$ cat config.mk
export PLATFORM = sky130hd
export DESIGN_NAME = cdi_bus_sequencer
export DESIGN_NICKNAME = d
export VERILOG_FILES = /design/src/rtl/cdi_bus_pkg.sv /design/src/rtl/cdi_addr_decode.sv /design/src/rtl/cdi_bus_sequencer.sv
export SDC_FILE = /design/constraint.sdc
export NUM_CORES = 1
export LEC_CHECK = 0
export CORE_MARGIN = 2
export CORE_UTILIZATION = 57
export CTS_CLUSTER_SIZE = 12
export DETAILED_ROUTE_END_ITERATION = 8
export DONT_BUFFER_PORTS = 1
export GPL_TIMING_DRIVEN = 0
export PLACE_DENSITY = 0.85
export SLEW_MARGIN = 15
export SYNTH_ARGS = -nofsm -noshare
export SYNTH_HDL_FRONTEND = slang
export SYNTH_SLANG_ARGS = --single-unit
$ cat constraint.sdc
create_clock -name clk -period 1.8 [get_ports clk]
set_input_delay 0.36 -clock clk [delete_from_list [all_inputs] [get_ports clk]]
set_output_delay 0.36 -clock clk [all_outputs]
set_load 0.02 [all_outputs]
$ cat src/rtl/cdi_bus_pkg.sv
// rtl/cdi_bus_pkg.sv - shared types and address map constants for the CD-i bus sequencer
package cdi_bus_pkg;

    // Peripheral a CPU cycle is routed to; TGT_NONE only appears out of reset
    typedef enum logic [2:0] {
        TGT_NONE,
        TGT_ROM,
        TGT_SLAVE,
        TGT_CDIC,
        TGT_NVRAM,
        TGT_MCD212,
        TGT_ERR
    } bus_target_e;

    typedef enum logic [1:0] {
        ST_IDLE,
        ST_ACCESS,
        ST_DONE
    } bus_state_e;

    // Byte-address map of the CD-i bus
    localparam logic [23:0] ERR1_LO    = 24'h600000;
    localparam logic [23:0] ERR1_HI    = 24'hD00000;
    localparam logic [23:0] ERR2_LO    = 24'hF00000;
    localparam logic [23:0] MCD_LO_MAX = 24'h27FFFF;
    localparam logic [23:0] MCD_HI_MIN = 24'h400000;

    localparam logic [7:0] PAGE_CDIC  = 8'h30;
    localparam logic [7:0] PAGE_SLAVE = 8'h31;
    localparam logic [7:0] PAGE_NVRAM = 8'h32;

    // Width of the optional ACCESS timeout counter
    localparam int CNT_W = 10;

endpackage

$ cat src/rtl/cdi_addr_decode.sv
// rtl/cdi_addr_decode.sv - combinational byte-address / csrom to bus target decode
module cdi_addr_decode
    import cdi_bus_pkg::*;
(
    input  logic [23:0] i_addr,
    input  logic        i_csrom,
    output bus_target_e o_target
);

    // Priority decode: hard error holes first, then boot ROM mapping, then pages
    always_comb begin
        o_target = TGT_ERR;
        if (((i_addr >= ERR1_LO) && (i_addr < ERR1_HI)) || (i_addr >= ERR2_LO)) begin
            o_target = TGT_ERR;
        end else if (i_csrom) begin
            o_target = TGT_ROM;
        end else if (i_addr[23:16] == PAGE_SLAVE) begin
            o_target = TGT_SLAVE;
        end else if (i_addr[23:16] == PAGE_CDIC) begin
            o_target = TGT_CDIC;
        end else if (i_addr[23:16] == PAGE_NVRAM) begin
            o_target = TGT_NVRAM;
        end else if (!i_addr[23] && ((i_addr <= MCD_LO_MAX) || (i_addr >= MCD_HI_MIN))) begin
            o_target = TGT_MCD212;
        end else begin
            o_target = TGT_ERR;
        end
    end

endmodule

$ cat src/rtl/cdi_bus_sequencer.sv
// rtl/cdi_bus_sequencer.sv - SCC68070 bus-cycle FSM for CD-i peripherals (optional timeout: CDI_BUS_TIMEOUT_EN)
module cdi_bus_sequencer
    import cdi_bus_pkg::*;
#(
    parameter int TIMEOUT_CYCLES = 255,
    parameter int ADDR_W         = 23
) (
    input  logic              clk,
    input  logic              reset,
    input  logic              cpu_as,
    input  logic              cpu_uds,
    input  logic              cpu_lds,
    input  logic              cpu_write_strobe,
    input  logic [ADDR_W-1:0] cpu_addr,
    output logic [15:0]       cpu_din,
    output logic              cpu_bus_ack,
    output logic              cpu_bus_err,
    input  logic              csrom,
    output logic              cs_rom,
    output logic              cs_slave,
    output logic              cs_cdic,
    output logic              cs_nvram,
    output logic              cs_mcd212,
    input  logic              ack_rom,
    input  logic              ack_slave,
    input  logic              ack_cdic,
    input  logic              ack_nvram,
    input  logic              ack_mcd212,
    input  logic [15:0]       dout_rom,
    input  logic [15:0]       dout_slave,
    input  logic [15:0]       dout_cdic,
    input  logic [15:0]       dout_nvram,
    input  logic [15:0]       dout_mcd212,
    output logic              busy
);

    bus_state_e  r_state;
    bus_state_e  w_next;
    bus_target_e r_target;
    bus_target_e w_dec_target;
    logic        r_write;
    logic        r_ack;
    logic        r_err;
    logic [15:0] r_din;
    logic [23:0] w_byte_addr;
    logic        w_start;
    logic        w_ack_sel;
    logic        w_tmo;
    logic [15:0] w_dout_sel;

    assign w_byte_addr = 24'({cpu_addr, 1'b0});
    assign w_start     = cpu_as && (cpu_uds || cpu_lds);

    cdi_addr_decode u_decode (
        .i_addr   (w_byte_addr),
        .i_csrom  (csrom),
        .o_target (w_dec_target)
    );

    // Route only the latched target's ack and data; other acks are ignored
    always_comb begin
        w_ack_sel  = 1'b0;
        w_dout_sel = 16'h0000;
        case (r_target)
            TGT_ROM:    begin w_ack_sel = ack_rom;    w_dout_sel = dout_rom;    end
            TGT_SLAVE:  begin w_ack_sel = ack_slave;  w_dout_sel = dout_slave;  end
            TGT_CDIC:   begin w_ack_sel = ack_cdic;   w_dout_sel = dout_cdic;   end
            TGT_NVRAM:  begin w_ack_sel = ack_nvram;  w_dout_sel = dout_nvram;  end
            TGT_MCD212: begin w_ack_sel = ack_mcd212; w_dout_sel = dout_mcd212; end
            default:    ;
        endcase
    end

`ifdef CDI_BUS_TIMEOUT_EN
    logic [CNT_W-1:0] r_count;

    // Count ACCESS cycles without ack; IDLE always precedes ACCESS so it clears here
    always_ff @(posedge clk or negedge reset) begin
        if (!reset) begin
            r_count <= '0;
        end else if (r_state == ST_IDLE) begin
            r_count <= '0;
        end else if ((r_state == ST_ACCESS) && !w_ack_sel) begin
            r_count <= r_count + 1'b1;
        end
    end

    assign w_tmo = (r_state == ST_ACCESS) && (r_target != TGT_ERR) && !w_ack_sel &&
                   (r_count == CNT_W'(TIMEOUT_CYCLES - 1));
`else
    logic w_unused_tmo;
    assign w_unused_tmo = (TIMEOUT_CYCLES == 0);
    assign w_tmo        = 1'b0;
`endif

    // State register
    always_ff @(posedge clk or negedge reset) begin
        if (!reset) begin
            r_state <= ST_IDLE;
        end else begin
            r_state <= w_next;
        end
    end

    // Next state: abort on strobe loss, finish on ack/err/timeout, DONE waits for strobe release
    always_comb begin
        w_next = r_state;
        case (r_state)
            ST_IDLE: begin
                if (w_start) begin
                    w_next = ST_ACCESS;
                end
            end
            ST_ACCESS: begin
                if (!cpu_as) begin
                    w_next = ST_IDLE;
                end else if ((r_target == TGT_ERR) || w_ack_sel || w_tmo) begin
                    w_next = ST_DONE;
                end
            end
            ST_DONE: begin
                if (!cpu_as) begin
                    w_next = ST_IDLE;
                end
            end
            default: w_next = ST_IDLE;
        endcase
    end

    // Latch the cycle, capture read data and form the one-cycle ack/err pulses
    always_ff @(posedge clk or negedge reset) begin
        if (!reset) begin
            r_target <= TGT_NONE;
            r_write  <= 1'b0;
            r_ack    <= 1'b0;
            r_err    <= 1'b0;
            r_din    <= 16'h0000;
        end else begin
            r_ack <= 1'b0;
            r_err <= 1'b0;
            case (r_state)
                ST_IDLE: begin
                    if (w_start) begin
                        r_target <= w_dec_target;
                        r_write  <= cpu_write_strobe;
                        r_err    <= (w_dec_target == TGT_ERR);
                    end
                end
                ST_ACCESS: begin
                    if (cpu_as) begin
                        if (w_ack_sel) begin
                            r_ack <= 1'b1;
                            if (!r_write) begin
                                r_din <= w_dout_sel;
                            end
                        end else if (w_tmo) begin
                            r_err <= 1'b1;
                        end
                    end
                end
                default: ;
            endcase
        end
    end

    // Selects follow the state so an async reset drops them at once
    always_comb begin
        cs_rom      = (r_state == ST_ACCESS) && (r_target == TGT_ROM);
        cs_slave    = (r_state == ST_ACCESS) && (r_target == TGT_SLAVE);
        cs_cdic     = (r_state == ST_ACCESS) && (r_target == TGT_CDIC);
        cs_nvram    = (r_state == ST_ACCESS) && (r_target == TGT_NVRAM);
        cs_mcd212   = (r_state == ST_ACCESS) && (r_target == TGT_MCD212);
        busy        = (r_state != ST_IDLE);
        cpu_bus_ack = r_ack;
        cpu_bus_err = r_err;
        cpu_din     = r_din;
    end

endmodule

[Word level (Yosys, flattened, before mapping)]
Index checks and enable logic that the tools add are counted.
Storage, ports and cells
  register bits: 24
  logic and storage cells: 63
  output and inout port bits: 24
  input port bits: 115
Operators by class
  equality and inequality tests: 15
  reduce and logical (&&, ||, !) cells: 18
  muxes and demuxes: 18
  $lt $le $gt $ge: 5
  bitwise gates (word level): 1
Operators with widths (number)
  16-bit one-hot mux with 5 select lines: 1
  24-bit by 23-bit >= comparator with 1-bit output, second input constant: 2
  8-bit by 6-bit == test with 1-bit output, second input constant: 3
  24-bit >= comparator, second input constant: 1
  24-bit by 22-bit less-or-equal comparator with 1-bit output, second input constant: 1
  24-bit less-than comparator, second input constant: 1
  3-bit two-way mux: 5
  3-bit == test, second input constant: 4
  2-bit two-way mux: 5
  1-bit logical AND: 8
  3-bit by 2-bit == test with 1-bit output, second input constant: 2
  2-bit one-hot mux with 3 select lines: 1
  1-bit two-way mux: 5
  1-bit one-hot mux with 5 select lines: 1
  1-bit logical OR: 4
  2-bit inequality test, second input constant: 2
  4-bit AND reduction: 1
  3-bit by 1-bit == test with 1-bit output, second input constant: 1
  3-bit inequality test, second input constant: 1
  3-bit AND reduction: 1
  2-bit by 1-bit == test with 1-bit output, second input constant: 1
  2-bit == test, second input constant: 1
  2-bit logical NOT: 1
  2-bit AND reduction: 1
  3 further kinds: 3

[Logic depth before layout (Yosys ltp)]
  depth in word-level cells: 12
  gate-level depth with buffers: 7
  mapped depth without buffers: 4

[Modules after synthesis]
Synthesis repeated with hierarchy kept, for this count alone.
Unflattened totals
  cells, all modules: 186
  area total of the unflattened synthesis: 1880.6 µm²
Modules (own cells, without submodules)
  cdi_bus_sequencer: area each 1761.7 µm², times used 1, cells an instance 171, seq. area each 600.6 µm²
  cdi_addr_decode: area each 118.9 µm², times used 1, cells an instance 15, seq. area each 0.0 µm²

[Worst setup path after synthesis]
Ideal clock, no wire load.
  kind: register to output
  from: reg r_target[0]
  to: out cs_rom
  data required time: 1.440 ns
  path buffers: 3
  arrival: 1.724 ns
  stages on the path, launching flop included: 6
  slack: -0.284 ns
  cells stage by stage: dfrtp_1 > buf_6 > buf_2 > buf_1 > nand3b_1 > nor3_1
On the way
  word-level cells in the longest chain between the ends: 2
RTL lines
  from (decl): line cdi_bus_sequencer.sv:39  | bus_target_e r_target;
  from (signal assigned): line cdi_bus_sequencer.sv:144  | r_target <= w_dec_target;
  3-bit by 1-bit == test with 1-bit output: line cdi_bus_sequencer.sv:168  | cs_rom = (r_state == ST_ACCESS) && (r_target == TGT_ROM);
  1-bit logical AND: line cdi_bus_sequencer.sv:168
  to (decl): line cdi_bus_sequencer.sv:19  | output logic cs_rom,
Every way passes these cells.

[Worst setup path in the final report]
  from: reg r_target[0]
  to: reg r_din[13] (netlist: cpu_din[13])
On the way
  word-level cells in the longest chain between the ends: 3
  elaborated cells between the ends (all ways): 8
  those cells by class: eq/ne (5); mux (2); reduce/logical (1)
RTL lines
  3-bit == test (tied with other cells): line cdi_bus_sequencer.sv:64  | case (r_target)
  1-bit one-hot mux with 5 select lines: line cdi_bus_sequencer.sv:64
  4-bit AND reduction (no source line)
  to (signal assigned): line cdi_bus_sequencer.sv:154  | r_din <= w_dout_sel;
  to (decl): line cdi_bus_sequencer.sv:44  | logic [15:0] r_din;
Parallel ways exist; a longest one is shown, timed or not.
A chain may end at the register's enable or synchronous reset.

==> results.yml <==
status:
  status: "finished with violations"
  failed_checks: "negative setup slack"
worst_setup_path:
  crit_path_max_fanout: 5
  crit_family: "simple AND/OR/NAND/NOR gates"
  max_stage_delay_ns: 0.44
  critical_path_class: "reg2reg"
  crit_required_ns: 2.02
  path_cells: "buf_6, mux2i_1, o221a_1, or3_4, buf_12, mux2_4"
  crit_buf_inv: 2
  worstPathArrival_ns: 2.20
  crit_path_top_delay_cell: "or3_4"
  end_kind: "register"
  cp-start-kind: "register"
pwr:
  power_frac_seq: 0.320
  p_int_w: 0.00189
  max-vdd-ir-drop_mv: 0.703
  total_power_w: 0.00357
  power.density_nw_per_um2: 1650
  clockPowerShare: 0.069
  power_frac_comb: 0.611
  p_leak_nw: 0.978
  switching_power_w: 0.00168
  netSwitchingFraction: 0.470
clock_network:
  cts_buffer_depth: 2
  clk_latency_ns: 0.32
  h-tree-depth: 1
  cts_made_buffers: 3
  root_buffer: "clkbuf_4"
  cts.reportedPaths.clkPinSlew_ns: 0.13
  cts_sinks: 24
  cts_tree: "yes"
synth:
  yosysTopAreaCellShare: 0.325
  syn_area_sq_um: 1850
  synth.avg_cell_area_sq_um: 9.79
  synth_largest_area_cell: "dfrtp_1"
  synth_commonest_cells: "34 x mux2i_1, 24 x dfrtp_1, 20 x o21ai_0, 18 x a21oi_1, 17 x a211o_1"
  synth-edff-count: 0
  yosys-top-cells-area: "dfrtp_1 32%, mux2i_1 18%, mux2_4 8.1%"
  ys_seq_area_frac: 0.325
  yosysMostFrequentCell: "mux2i_1"
  yosysWarnings: 0
  synth_cells: 189
  yosys.cell_types.count: 30
  async_reset_ff_frac: 1.00
  synth_seq_cells: 24
  synth_flop_cell: "dfrtp_1"
  syn-num-nets: 304
drt:
  vias: 1669
  wirelength_um: 5550
  firstDrtPassIters: 4
  wl_per_cell_um: 22.3
  vias_per_cell: 6.70
  drtIter0Drc: 93
  drc: 0
  postRouteAntennaNets: 0
floorplanning:
  dieWidth_um: 61.0
  initial_core_util: 0.601
  die_height_um: 61.0
  core_area_sq_um: 3080
  rows: 20
  pin_count: 139
  die-area_sq_um: 3720
global_route:
  grt_usage: 0.292
  grt_pass1_wl_um: 7730
  grt_max_degree: 25
  antenna_found_initial: 0
  grt_pass1_vias: 1684
  grt_overflow_total: 0
place:
  placed_cells: 233
  place_area_sq_um: 1920
  gp_congestion: 0.818
  dp_hpwl_um: 4020
  port_buffers: 0
timing:
  skew_ns: 0.000667
  slew_viol_final: 0
  finalCritPeriodShare: 1.10
  finalHoldViolCount: 0
  slew_headroom: 0.628
  worst_pin_slew_ns: 0.555
  setup_ws_ns: -0.179
  setup_viol: 21
  period_needed_ns: 1.98
  rsz0062_at_grt: "yes"
  fmax_mhz: 505
layout:
  drive_gt1_frac: 0.263
  area_growth_pct: 16.7
  seq_area_sq_um: 601
  fin_util: 0.702
  final_nets: 322
  instances_no_fill: 249
  diodes: 0
  stdcell_area_sq_um: 2160
  fill_cells: 237
  multi_input_area_sq_um: 1210
worst_hold_path:
  worstHoldPathType: "in2async"
flow_run:
  cap_violations: 0
-- cells in the final DEF, fill, tap and decap left out, types with 5 or more instances in the layout --
cell / n
a21oi_1: 18
dfrtp_1: 24
nor2_1: 6
mux2_2: 7
mux2i_1: 34
mux2_4: 10
buf_4: 12
a211o_1: 17
nand2b_1: 5
o21ai_0: 20
-- worst paths after layout --
kind | startpoint | to | slack [ns] | depth (start not counted)
worst min register to register | r_write$_DFFE_PN0P_ | r_write$_DFFE_PN0P_ | 0.55 | 1
worst min-delay path | reset | cpu_din[15]$_DFFE_PN0P_ | 0.003 | 1
worst max-delay path | r_target[0]$_DFFE_PN0P_ | cpu_din[13]$_DFFE_PN0P_ | -0.18 | 6
max in group asynchronous | reset | cpu_din[1]$_DFFE_PN0P_ | 1.44 | 1
worst max register to register | r_target[0]$_DFFE_PN0P_ | cpu_din[13]$_DFFE_PN0P_ | -0.18 | 6
min in group clk | cpu_write_strobe | r_write$_DFFE_PN0P_ | 0.18 | 1
-- area by class of cell --
type | count | share of cell area
Buffer | 15 | 0.0620
Clock buffer | 3 | 0.0104
Inverter | 3 | 0.00521
Multi-Input combinational cell | 146 | 0.559
Sequential cell | 24 | 0.278
Tap cell | 44 | 0.0255
Timing Repair Buffer | 14 | 0.0603
-- sequential cells by signal, indices dropped and copies added (netlist names) --
signal and cells:
r_write 1, cpu_din 16, r_target 3, r_state 2, cpu_bus_ack 1, cpu_bus_err 1
-- what timing repair did --
action | in CTS | in global routing
endpoints found under the hold margin | 24 | 0
setup endpoints to repair | 23 | 23
pin swaps | 5 | 2
hold buffers | 1 | 0
gates cloned | 1 | 0
resized for setup | 30 | 5
setup buffers | 10 | 2
-- through the flow --
step	TNS, ns	hold WS (ns)	setup slack [ns]
floorplan	-1.20	0.0644	-0.120
global placement	-3.06	0.0648	-0.206
detailed placement	-3.80	0.0647	-0.232
CTS	-3.06	0.184	-0.186
global route	-4.43	0.0255	-0.244
finish	-3.11	0.00297	-0.179
-- power groups by stage --
stage / Combinational (W) / Sequential, W / Clock [W]
after floorplan: 0.00144 / 0.00108 / 0
after global placement: 0.00171 / 0.00112 / 0
after detailed placement: 0.00177 / 0.00115 / 0
after CTS: 0.00213 / 0.00113 / 0.000243
after global routing: 0.00234 / 0.00117 / 0.000272
final: 0.00218 / 0.00114 / 0.000245
-- routing by layer --
layer	track usage	wire, um	vias to the layer above
met3	0.0277	343	9
met4	0.112	113	0
met2	0.570	2970	108
li1	-	-	742
met5	0	0	-
met1	0.320	2120	810
-- logic make-up after synthesis --
| logic type | synth area share |
|---|---|
| AOI/OAI and AO/OA | 0.222 |
| and+or+nand+nor | 0.0926 |
| buffers and inverters | 0.0527 |
| muxes | 0.308 |
| DFF | 0.325 |
(Power assumes the default switching activity.)
